**src/rtl/mdu_pkg.sv**
```systemverilog
// rtl/mdu_pkg.sv - op codes, FSM encoding and counter sizing for the multiply/divide unit
package mdu_pkg;

  localparam logic [2:0] MDU_NONE  = 3'b000;
  localparam logic [2:0] MDU_MULT  = 3'b001;
  localparam logic [2:0] MDU_MULTU = 3'b010;
  localparam logic [2:0] MDU_DIV   = 3'b011;
  localparam logic [2:0] MDU_DIVU  = 3'b100;
  localparam logic [2:0] MDU_MTHI  = 3'b101;
  localparam logic [2:0] MDU_MTLO  = 3'b110;

  typedef enum logic [1:0] {
    IDLE = 2'd0,
    BUSY = 2'd1,
    DONE = 2'd2
  } mduState_t;

  // ceil(log2(width)): enough bits to count steps 0..width-1
  function automatic int ctrWidth(input int width);
    int r;
    r = 0;
    for (int i = 0; i < 31; i++) begin
      if ((1 << i) < width) r = i + 1;
    end
    return r;
  endfunction

endpackage

```
**src/rtl/mdu_hilo_if.sv**
```systemverilog
// rtl/mdu_hilo_if.sv - execute-stage to multiply/divide unit signal bundle
interface mdu_hilo_if #(parameter int WIDTH = 32);

  logic             start_i;
  logic [2:0]       op_i;
  logic [WIDTH-1:0] a_i;
  logic [WIDTH-1:0] b_i;
  logic             flush_i;
  logic             stall_o;
  logic             busy_o;
  logic [WIDTH-1:0] hi_o;
  logic [WIDTH-1:0] lo_o;

  modport master (
    output start_i, op_i, a_i, b_i, flush_i,
    input  stall_o, busy_o, hi_o, lo_o
  );

  modport slave (
    input  start_i, op_i, a_i, b_i, flush_i,
    output stall_o, busy_o, hi_o, lo_o
  );

endinterface

```
**src/rtl/mdu_negate.sv**
```systemverilog
// rtl/mdu_negate.sv - conditional two's-complement negation
module mdu_negate #(
  parameter int WIDTH = 32
) (
  input  logic [WIDTH-1:0] value,
  input  logic             negate,
  output logic [WIDTH-1:0] result
);

  assign result = negate ? (~value + WIDTH'(1)) : value;

endmodule

```
**src/rtl/mdu_hilo.sv**
```systemverilog
// rtl/mdu_hilo.sv - iterative multiply/divide unit with HI/LO registers
module mdu_hilo
  import mdu_pkg::*;
#(
  parameter int WIDTH = 32
) (
  input logic       clk,
  input logic       rst,
  mdu_hilo_if.slave bus
);

  localparam int CW = ctrWidth(WIDTH);

  mduState_t state, stateNext;

  logic             isMulDiv, opSigned, opDiv;
  logic             issue, finish, writeHi, writeLo, stall;
  logic [WIDTH-1:0] aMag, bMag;
  logic [CW-1:0]    count;

  logic [2*WIDTH-1:0] shiftReg, stepNext, prodFix;
  logic [WIDTH-1:0]   operandB, dividendRaw, hiReg, loReg;
  logic [WIDTH-1:0]   quotFix, remFix, finalHi, finalLo;
  logic               isDiv, divZero, signLo, signHi;

  logic [WIDTH:0]   addA, addB;
  logic [WIDTH+1:0] addFull;
  logic             divOk;

  always_comb begin
    isMulDiv = bus.op_i inside {MDU_MULT, MDU_MULTU, MDU_DIV, MDU_DIVU};
    opSigned = (bus.op_i == MDU_MULT) || (bus.op_i == MDU_DIV);
    opDiv    = (bus.op_i == MDU_DIV)  || (bus.op_i == MDU_DIVU);
  end

  mdu_negate #(.WIDTH(WIDTH)) negA (
    .value(bus.a_i), .negate(opSigned & bus.a_i[WIDTH-1]), .result(aMag)
  );
  mdu_negate #(.WIDTH(WIDTH)) negB (
    .value(bus.b_i), .negate(opSigned & bus.b_i[WIDTH-1]), .result(bMag)
  );

  always_ff @(posedge clk or posedge rst) begin
    if (rst) state <= IDLE;
    else     state <= stateNext;
  end

  always_comb begin
    stateNext = state;
    stall     = 1'b0;
    issue     = 1'b0;
    finish    = 1'b0;
    writeHi   = 1'b0;
    writeLo   = 1'b0;
    case (state)
      IDLE: begin
        stall = bus.start_i & isMulDiv;
        if (bus.start_i && !bus.flush_i) begin
          if (isMulDiv) begin
            issue     = 1'b1;
            stateNext = BUSY;
          end
          writeHi = (bus.op_i == MDU_MTHI);
          writeLo = (bus.op_i == MDU_MTLO);
        end
      end
      BUSY: begin
        stall = 1'b1;
        if (bus.flush_i) begin
          stateNext = IDLE;
        end else if (count == CW'(WIDTH - 1)) begin
          finish    = 1'b1;
          stateNext = DONE;
        end
      end
      DONE:    stateNext = IDLE;
      default: stateNext = IDLE;
    endcase
  end

  // Shared adder: multiply adds the multiplicand when the low bit is set;
  // divide subtracts the divisor, carry-out meaning the trial did not borrow.
  always_comb begin
    addA     = isDiv ? shiftReg[2*WIDTH-1:WIDTH-1] : {1'b0, shiftReg[2*WIDTH-1:WIDTH]};
    addB     = isDiv ? ~{1'b0, operandB} : (shiftReg[0] ? {1'b0, operandB} : '0);
    addFull  = {1'b0, addA} + {1'b0, addB} + {{(WIDTH+1){1'b0}}, isDiv};
    divOk    = addFull[WIDTH+1];
    stepNext = isDiv ?
      {(divOk ? addFull[WIDTH-1:0] : shiftReg[2*WIDTH-2:WIDTH-1]), shiftReg[WIDTH-2:0], divOk} :
      {addFull[WIDTH:0], shiftReg[WIDTH-1:1]};
  end

  mdu_negate #(.WIDTH(2*WIDTH)) negProd (
    .value(stepNext), .negate(signLo), .result(prodFix)
  );
  mdu_negate #(.WIDTH(WIDTH)) negQuot (
    .value(stepNext[WIDTH-1:0]), .negate(signLo), .result(quotFix)
  );
  mdu_negate #(.WIDTH(WIDTH)) negRem (
    .value(stepNext[2*WIDTH-1:WIDTH]), .negate(signHi), .result(remFix)
  );

  // MIN / -1 falls out of the magnitude path; only divide-by-zero is overridden.
  always_comb begin
    finalHi = divZero ? dividendRaw : (isDiv ? remFix  : prodFix[2*WIDTH-1:WIDTH]);
    finalLo = divZero ? '1          : (isDiv ? quotFix : prodFix[WIDTH-1:0]);
  end

  always_ff @(posedge clk or posedge rst) begin
    if (rst) begin
      count       <= '0;
      shiftReg    <= '0;
      operandB    <= '0;
      dividendRaw <= '0;
      isDiv       <= 1'b0;
      divZero     <= 1'b0;
      signLo      <= 1'b0;
      signHi      <= 1'b0;
      hiReg       <= '0;
      loReg       <= '0;
    end else begin
      if (issue) begin
        count       <= '0;
        shiftReg    <= {{WIDTH{1'b0}}, aMag};
        operandB    <= bMag;
        dividendRaw <= bus.a_i;
        isDiv       <= opDiv;
        divZero     <= opDiv && (bus.b_i == '0);
        signLo      <= opSigned & (bus.a_i[WIDTH-1] ^ bus.b_i[WIDTH-1]);
        signHi      <= opSigned & bus.a_i[WIDTH-1];
      end else if (state == BUSY) begin
        count    <= count + CW'(1);
        shiftReg <= stepNext;
      end
      if (finish) begin
        hiReg <= finalHi;
        loReg <= finalLo;
      end else begin
        if (writeHi) hiReg <= bus.a_i;
        if (writeLo) loReg <= bus.a_i;
      end
    end
  end

  assign bus.stall_o = stall;
  assign bus.busy_o  = (state != IDLE);
  assign bus.hi_o    = hiReg;
  assign bus.lo_o    = loReg;

endmodule

```
**src/flat_wrapper.sv**
```systemverilog
// flat-port wrapper written by rule: the top's interface ports become plain ports
module mdu_hilo_flat import mdu_pkg::*;
#(
  parameter int WIDTH = 32
)
  (clk, rst, bus_start_i, bus_op_i, bus_a_i, bus_b_i, bus_flush_i, bus_stall_o, bus_busy_o, bus_hi_o, bus_lo_o);
  mdu_hilo_if #(.WIDTH(WIDTH)) bus_i ();
  input logic clk;
  input logic rst;
  input wire logic [$bits(bus_i.start_i)-1:0] bus_start_i;
  input wire logic [$bits(bus_i.op_i)-1:0] bus_op_i;
  input wire logic [$bits(bus_i.a_i)-1:0] bus_a_i;
  input wire logic [$bits(bus_i.b_i)-1:0] bus_b_i;
  input wire logic [$bits(bus_i.flush_i)-1:0] bus_flush_i;
  output wire logic [$bits(bus_i.stall_o)-1:0] bus_stall_o;
  output wire logic [$bits(bus_i.busy_o)-1:0] bus_busy_o;
  output wire logic [$bits(bus_i.hi_o)-1:0] bus_hi_o;
  output wire logic [$bits(bus_i.lo_o)-1:0] bus_lo_o;
  assign bus_i.start_i = bus_start_i;
  assign bus_i.op_i = bus_op_i;
  assign bus_i.a_i = bus_a_i;
  assign bus_i.b_i = bus_b_i;
  assign bus_i.flush_i = bus_flush_i;
  assign bus_stall_o = bus_i.stall_o;
  assign bus_busy_o = bus_i.busy_o;
  assign bus_hi_o = bus_i.hi_o;
  assign bus_lo_o = bus_i.lo_o;
  mdu_hilo #(.WIDTH(WIDTH)) u_core (.clk(clk), .rst(rst), .bus(bus_i));
endmodule
```
**config.mk**
```make
export PLATFORM = sky130hd
export DESIGN_NAME = mdu_hilo_flat
export DESIGN_NICKNAME = d
export VERILOG_FILES = /design/src/rtl/mdu_pkg.sv /design/src/rtl/mdu_hilo_if.sv /design/src/rtl/mdu_negate.sv /design/src/rtl/mdu_hilo.sv /design/src/flat_wrapper.sv
export SDC_FILE = /design/constraint.sdc
export NUM_CORES = 1
export LEC_CHECK = 0
export CORE_AREA = 8 8 193 195
export DETAILED_ROUTE_END_ITERATION = 10
export DIE_AREA = 0 0 201 203
export PLACE_DENSITY = 0.73
export SLEW_MARGIN = 25
export SYNTH_ARGS = -nofsm -noshare
export SYNTH_HDL_FRONTEND = slang
export SYNTH_HIERARCHICAL = 1
export SYNTH_SLANG_ARGS = --single-unit
```
**constraint.sdc**
```tcl
create_clock -name clk -period 17.7 [get_ports clk]
set_input_delay 2.655 -clock clk [delete_from_list [all_inputs] [get_ports clk]]
set_output_delay 2.655 -clock clk [all_outputs]
set_load 0.03 [all_outputs]
```
==> metrics.md, run 1 <==
| Metric | Value |
|---|---|
| Worst path slowest cell | buf_4 |
| DR vias/cell | 6.17 |
| Remaining DRCs | 0 |
| Maximum vdd drop | 79.1 µV |
| Seq cells post-synth | 203 |
| Combinational fraction of design power | 0.629 |
| Worst-Skew Late Latency | 0.54 ns |
| Port Buffers | 136 |
| Biggest fanout along the worst timing path | 85 |
| Final TNS setup | 0 ns |
| Initial antenna violation count | 0 |
| DRT iter0 DRCs | 1431 |
| Post-Syn Nets | 2340 |
| Setup CP Type | reg -> reg |
| Synth Area in Compound Gates | 0.207 |
| Clk slew on worst S/H paths | 0.06 ns |
| Min Tclk post-route | 7.40 ns |
| Synthesis Warnings | 6 |
| Max-capacitance violation count | 0 |
| Final worst setup slack | 10.30 ns |
| Layout net count | 2387 |
| Hold Buf Count CTS | 0 |
| Post-CTS Setup Bufs | 0 |
| Fmax | 135 MHz |
| Worst EP arrival | 7.78 ns |
| Async SR Flop Fraction | 1.00 |
| Die area | 40800 µm² |
| Internal | 0.00176 W |
| Setup crit end kind | flip-flop |
| Worst-path cell chain | buf_4, mux2_2, ha_1, a21oi_1, nand2_1, o21ai_1, a31o_1, a21oi_4, a31oi_4, nand2b_1, a31o_1, or4_4, nor4_1, nand4_2, o41ai_1, xnor2_1, mux2i_1, nor2_1, a21oi_1, nor2_1, a21oi_1, o21ai_0 |
| Slew HR | 0.301 |
| Total grt overflow | 0 |
| Final setup viols | 0 |
| Vias | 17000 |
| CTS buffer count | 24 |
| Max clock buf depth | 3 |
| Final ANT Viol Nets | 0 |
| Min Hold Slack | 0.475 ns |
| Diode count | 0 |
| Cts repair resizes | 0 |
| H-tree depth | 1 |
| Clock power frac | 0.156 |
| Area Growth Syn to Fin | 13.8% |
| DR pass1 iterations | 5 |
| Clock root buffer | clkbuf_16 |
| CP top delay family | compound AO/OA/AOI/OAI gates |
| Synth area leaders | dfrtp_1 28%, nand2_1 11%, xnor2_1 9.6%, mux2i_1 4.4%, o21ai_0 3.9% |
| Die extent in x | 201 µm |
| Worst Path Required | 18.08 ns |
| Post-synthesis cell type count | 86 |
| PwrDens | 167 nW/µm² |
| DP Wirelength | 38200 µm |
| Placed cell count | 2704 |
| Initial core utilization | 0.525 |
| Switch share | 0.483 |
| Setup WS pre-CTS | 10.43 ns |
| Hold Vio Cnt, Final | 0 |
| Finished Layout Cells | 2749 |
| RSZ-0062 raised after global routing | false |
| Clk sink count | 203 |
| Final period util | 0.418 |
| Post-Syn Area | 17900 µm² |
| Synth Instances | 2229 |
| Area leader, netlist | dfrtp_1 |
| Total GRT Usage | 0.256 |
| I/O pins | 137 |
| Post-Synth Simple-Gate Area | 0.256 |
| CP dominant cell by count | a21oi_1 |
| Type of origin of the critical path | flip-flop |
| Vias in the first global route | 15900 |
| First-pass GRT wire length | 88200 µm |
| GP Congestion | 0.913 |
| Post-synth top area share | 0.284 |
| Part of the power in registers | 0.216 |
| Tightest Hold Check Type | reg -> reg |
| Leak | 8.22 nW |
| Mux contribution to synthesized area | 0.0822 |
| Avg Cell Area, Syn | 8.03 µm² |
| Die Height | 203 µm |
| Routed wire length | 54100 µm |
| Largest net degree at the start of global routing | 94 |
| Top_reg_cell synth | dfrtp_1 |
| Area of the core | 34100 µm² |
| Layout cells sized above 1 | 0.102 |
| Buffers plus inverters on the worst setup path | 1 |
| Row count | 68 |
| DR WL/cell | 19.7 µm |
| P_sw | 0.00164 W |
| Synth Area in XOR/XNOR | 0.104 |
| Largest family of logic cells by synthesized area | simple AND/OR/NAND/NOR gates |
| Post-synthesis sequential area ratio | 0.284 |
| Worst-Margin Slew | 1.05 ns |
| Clk_skew | 0.0260 ns |
| Crit-path max cell delay | 0.80 ns |
| Status | complete, no violations |
| Post-synth EDFFs | 0 |
| CTS tree | done |
| Slew Viols, Final | 0 |
| Adder-Cell Fraction of Synth Area | 0.0288 |
==> flip-flops by register name, indices dropped and copies added (netlist names) <==
register and count:
u_core/isDiv 1, u_core/count 5, u_core/signHi 1, u_core/bus.hi_o 32, u_core/signLo 1, u_core/dividendRaw 32, u_core/shiftReg 64, u_core/operandB 32
u_core/state 2, u_core/divZero 1, u_core/bus.lo_o 32
==> area by class of cell <==
class | instances | area (µm²)
sequential | 203 | 5090
multi-input combinational | 1860 | 12200
fill | 3086 | 13700
clock inverter | 9 | 138
clock buffer | 35 | 702
tap | 455 | 569
inverter | 22 | 90.1
timing repair buffer | 165 | 1600
==> worst paths after layout <==
| path | from | end | slack [ns] | cells after the start |
|---|---|---|---|---|
| max in group asynchronous | rst | u_core/signHi | 13.72 | 3 |
| min in group asynchronous | rst | u_core/bus.hi_o[23] | 2.63 | 2 |
| max | u_core/isDiv | u_core/bus.hi_o[22] | 10.30 | 22 |
| max reg2reg | u_core/isDiv | u_core/bus.hi_o[22] | 10.30 | 22 |
| min | u_core/dividendRaw[20] | u_core/dividendRaw[20] | 0.47 | 2 |
| min reg2reg | u_core/dividendRaw[20] | u_core/dividendRaw[20] | 0.47 | 2 |
==> Yosys cell counts (9+ instances only) <==
cell type	instances
ha_1	38
o2bb2ai_1	23
inv_1	22
nand2_1	517
nor2b_1	9
mux2_2	60
o21ai_1	9
o41ai_1	28
o41ai_2	20
xor2_1	15
or2_2	10
a31oi_1	24
mux2i_1	78
nor4_1	20
or4_1	9
nor3_1	18
nor4_4	17
a2111oi_0	32
nor2_1	130
o21ai_0	139
nand2b_1	21
nand4_1	20
dfrtp_1	203
a21oi_1	135
or3_1	14
and3_1	10
and2_1	35
or2b_1	9
buf_1	18
o31ai_1	56
xnor2_1	197
clkbuf_1	108
a21o_1	17
nand3_1	54
==> cell usage in the layout (no fill, tap or decap), drive strengths merged, types with 5 or more instances in the layout <==
cell type      instances
o41ai                 49
a31oi                 25
a2111oi               33
or3                   17
nand4                 22
and3                  10
o31ai                 62
nor2b                  9
mux2i                 78
nand3                 59
a211oi                 8
nand4b                 6
xor2                  15
nor2                 131
or4                   16
nor3                  20
mux2                  61
nor4                  38
inv                   22
ha                    38
clkbuf                35
a21oi                138
nand2                517
and2                  35
nand2b                21
a21o                  17
clkinv                 5
o2bb2ai               23
o21ai                148
buf                   29
or2b                   9
dfrtp                203
xnor2                197
or2                   12
clkdlybuf4s50        136
==> worst reg2reg max path: stages, from the launching register on <==
cell and delay (ns):
dfrtp_4 0.78, buf_4 0.80, mux2_2 0.47, ha_1 0.35, a21oi_1 0.24, nand2_1 0.10
o21ai_1 0.33, a31o_1 0.26, a21oi_4 0.10, a31oi_4 0.69, nand2b_1 0.13, a31o_1 0.34
or4_4 0.58, nor4_1 0.58, nand4_2 0.33, o41ai_1 0.39, xnor2_1 0.11, mux2i_1 0.14
nor2_1 0.06, a21oi_1 0.15, nor2_1 0.06, a21oi_1 0.14, o21ai_0 0.09
==> layer usage <==
| metal | vias to the layer above | global-route usage | part of all wire |
|---|---|---|---|
| met5 | - | 0 | 0 |
| met4 | 0 | 0.0681 | 0.022 |
| li1 | 8038 | - | - |
| met1 | 8136 | 0.361 | 0.45 |
| met3 | 83 | 0.0354 | 0.072 |
| met2 | 695 | 0.409 | 0.45 |
==> logic make-up after synthesis <==
logic type      count (synthesis)
buf+inv                       166
simple gates                  932
fa+ha+maj                      40
compound gates                537
mux                           139
flops                         203
xor+xnor                      212
==> stage by stage <==
| step | cell area [µm²] | utilization | power (W) |
|---|---|---|---|
| after floorplan | 17900 | - | 0.00229 |
| after global placement | 19500 | 0.572 | 0.00278 |
| after detailed placement | 19500 | 0.572 | 0.00283 |
| after CTS | 20300 | 0.596 | 0.00338 |
| after global routing | 20400 | 0.597 | 0.00365 |
| final | 20400 | 0.597 | 0.00340 |
==> power by group through the flow <==
stage               Sequential [W]  Combinational [W]  Clock, W
detailed placement        0.000736            0.00210         0
global placement          0.000732            0.00205         0
floorplan                 0.000762            0.00153         0
global route              0.000753            0.00234  0.000554
finish                    0.000734            0.00214  0.000529
CTS                       0.000730            0.00211  0.000538
(Power assumes the default switching activity.)
==> run 2: changes to the inputs <==
- PLACE_DENSITY: 0.73 -> 0.76
- clock period: 17.7 -> 6.8 ns (I/O delays scaled with it)
==> run 2 against run 1 <==
  * Non-clock buffer count grew 26
  * Critical path depth grew 1
  * Sequential cell count is the same
  * Register-to-register slack lost 9.8 ns
  * Sequential power grew to 2.6 times the previous value
  * Worst hold slack is essentially flat
  * First-iteration DRC count grew 28%
  * Clock skew shrank 0.0017 ns
  * Power grew to 2.7 times the previous value
  * Setup slack lost 9.8 ns
  * Clock power grew to 2.7 times the previous value
  * Largest cell class unchanged
==> metrics.md, run 2 (synthesis results as in run 1) <==
| Metric | Value |
|---|---|
| DRT iter0 DRCs | 1827 (was 1431) |
| Layout net count | 2414 (was 2387) |
| Clk sink count | 203 (unchanged) |
| GP Congestion | 0.948 (was 0.913) |
| Max reg flops | 64 (unchanged) |
| Layout cells sized above 1 | 0.112 (was 0.102) |
| Maximum vdd drop | 254 µV (was 79.1 µV) |
| Buffers plus inverters on the worst setup path | 1 (unchanged) |
| DR pass1 iterations | 5 (unchanged) |
| Worst-path cell chain | inv_2, fa_1, fa_1, nand2b_1, a21oi_1, o211a_1, a311oi_2, o21ai_1, mux2i_1, o311ai_0, a31oi_1, nand2_1, or4_4, or3_1, or4_1, o31ai_1, xnor2_1, mux2i_1, nor2_1, a21oi_1, nor2_1, a21oi_1, o21ai_0 (was buf_4, mux2_2, ha_1, a21oi_1, nand2_1, o21ai_1, a31o_1, a21oi_4, a31oi_4, nand2b_1, a31o_1, or4_4, nor4_1, nand4_2, o41ai_1, xnor2_1, mux2i_1, nor2_1, a21oi_1, nor2_1, a21oi_1, o21ai_0) |
| Worst-Skew Late Latency | 0.56 ns (was 0.54 ns) |
| Total GRT Usage | 0.271 (was 0.256) |
| Initial core utilization | 0.525 (unchanged) |
| Slew Viols, Final | 0 (unchanged) |
| Final setup viols | 0 (unchanged) |
| Remaining DRCs | 0 (unchanged) |
| Type of origin of the critical path | flip-flop (unchanged) |
| Die extent in x | 201 µm (unchanged) |
| PwrDens | 446 nW/µm² (was 167 nW/µm²) |
| Diode count | 0 (unchanged) |
| Tightest Hold Check Type | reg -> reg (unchanged) |
| Finished Layout Cells | 2775 (was 2749) |
| Max clock buf depth | 3 (unchanged) |
| Final TNS setup | 0 ns (unchanged) |
| CP top delay family | compound AO/OA/AOI/OAI gates (unchanged) |
| Vias | 17200 (was 17000) |
| Placed cell count | 2731 (was 2704) |
| Status | complete, no violations (unchanged) |
| Combinational fraction of design power | 0.634 (was 0.629) |
| DR WL/cell | 20.3 µm (was 19.7 µm) |
| Worst path slowest cell | dfrtp_4 (was buf_4) |
| Clk_skew | 0.0243 ns (was 0.0260 ns) |
| Routed wire length | 56400 µm (was 54100 µm) |
| First-pass GRT wire length | 92200 µm (was 88200 µm) |
| Clk slew on worst S/H paths | 0.06 ns (about the same) |
| CTS buffer count | 25 (was 24) |
| Die Height | 203 µm (unchanged) |
| Row count | 68 (unchanged) |
| Hold Vio Cnt, Final | 0 (unchanged) |
| H-tree depth | 1 (unchanged) |
| P_sw | 0.00442 W (was 0.00164 W) |
| Fmax | 158 MHz (was 135 MHz) |
| Hold Buf Count CTS | 0 (unchanged) |
| Setup CP Type | reg -> reg (unchanged) |
| Slew HR | 0.291 (was 0.301) |
| CTS tree | done (unchanged) |
| Clock root buffer | clkbuf_16 (unchanged) |
| Setup crit end kind | flip-flop (unchanged) |
| Commonest cells after routing, fill and taps aside | 515 x nand2_1, 199 x dfrtp_1, 197 x xnor2_1 (unchanged) |
| I/O pins | 137 (unchanged) |
| Final worst setup slack | 0.469 ns (was 10.30 ns) |
| Post-CTS Setup Bufs | 0 (unchanged) |
| Area Growth Syn to Fin | 15.1% (was 13.8%) |
| Die area | 40800 µm² (unchanged) |
| Initial antenna violation count | 0 (unchanged) |
| RSZ-0062 raised after global routing | false (unchanged) |
| Top reg by flops | u_core/shiftReg (unchanged) |
| Area of the core | 34100 µm² (unchanged) |
| Biggest fanout along the worst timing path | 33 (was 85) |
| Crit-path max cell delay | 0.63 ns (was 0.80 ns) |
| Worst EP arrival | 6.74 ns (was 7.78 ns) |
| Largest net degree at the start of global routing | 127 (was 94) |
| Leak | 8.37 nW (was 8.22 nW) |
| Worst Path Required | 7.21 ns (was 18.08 ns) |
| CP dominant cell by count | a21oi_1 (unchanged) |
| Clock power frac | 0.157 (was 0.156) |
| Port Buffers | 136 (unchanged) |
| Vias in the first global route | 16700 (was 15900) |
| Part of the power in registers | 0.208 (was 0.216) |
| Filler cells | 3029 (was 3086) |
| Cts repair resizes | 0 (unchanged) |
| DP Wirelength | 41100 µm (was 38200 µm) |
| Worst-Margin Slew | 1.05 ns (about the same) |
| Setup WS pre-CTS | 0.554 ns (was 10.43 ns) |
| Switch share | 0.481 (was 0.483) |
| Min Tclk post-route | 6.33 ns (was 7.40 ns) |
| Final ANT Viol Nets | 0 (unchanged) |
| Most common cell after layout, fill and taps aside | nand2_1 (unchanged) |
| Final period util | 0.931 (was 0.418) |
| DR vias/cell | 6.19 (was 6.17) |
| Max-capacitance violation count | 0 (unchanged) |
| Internal | 0.00477 W (was 0.00176 W) |
| Total grt overflow | 0 (unchanged) |
==> run 2: cell count changes in the layout (fill, tap and decap cells not counted), moves of 2 or more <==
cell,previous run,this run
buf_4,28,54
inv_6,0,3
a31oi_2,2,0
a31oi_1,22,24
clkbuf_1,5,2
==> run 2: cell type report <==
class,count,area [µm²],share of cell area
flip-flops and latches,203,5090,0.247
clock buffers,32,702,0.0341
repair buffers,191,1790,0.0867
inverters,22,90.1,0.00437
clock inverters,12,191,0.00929
multi-input cells,1860,12200,0.591
well taps,455,569,0.0276
==> run 2: worst register-to-register path, delay by kind of cell, from the launching register on <==
kind | cells | cell delay, ns
compound gates | 10 | 1.98
xor+xnor | 1 | 0.11
fa+ha+maj | 2 | 0.94
buf+inv | 1 | 0.31
flops | 1 | 0.63
mux | 2 | 0.52
simple gates | 7 | 1.72
==> run 2: power by group through the flow <==
stage	Combinational, W	Clock [W]	Sequential, W
finish	0.00583	0.00145	0.00191
global route	0.00637	0.00152	0.00196
CTS	0.00576	0.00147	0.00190
detailed placement	0.00572	0	0.00192
global placement	0.00564	0	0.00191
floorplan	0.00398	0	0.00198
==> run 2: through the flow <==
step	total power [W]	hold WS [ns]	util	area, µm²
6_report	0.00919	0.475	0.604	20600
5_1_grt	0.00985	0.496	0.604	20600
4_1_cts	0.00913	0.478	0.604	20600
3_5_place_dp	0.00764	0.463	0.578	19700
3_3_place_gp	0.00755	0.458	0.578	19700
2_1_floorplan	0.00596	0.446	-	17900
==> run 2: worst paths after layout <==
kind	startpoint	slack, ns	to	cells past startpoint
worst max-delay path	u_core/isDiv	0.47	u_core/bus.hi_o[31]	23
worst min-delay path	u_core/bus.hi_o[18]	0.47	u_core/bus.hi_o[18]	2
worst max register to register	u_core/isDiv	0.47	u_core/bus.hi_o[31]	23
worst min register to register	u_core/bus.hi_o[18]	0.47	u_core/bus.hi_o[18]	2
max in group asynchronous	rst	4.57	u_core/isDiv	3
min in group asynchronous	rst	1.08	u_core/bus.hi_o[20]	2
==> run 2: per-layer routing <==
metal / track usage / wire (µm) / part of all wire / vias to the layer above
met2: 0.421 / 25100 / 0.45 / 776
met4: 0.0943 / 1820 / 0.032 / 2
li1: - / - / - / 8087
met3: 0.0483 / 4580 / 0.081 / 126
met1: 0.373 / 24800 / 0.44 / 8194
met5: 0.00860 / 52 / 0.00092 / -
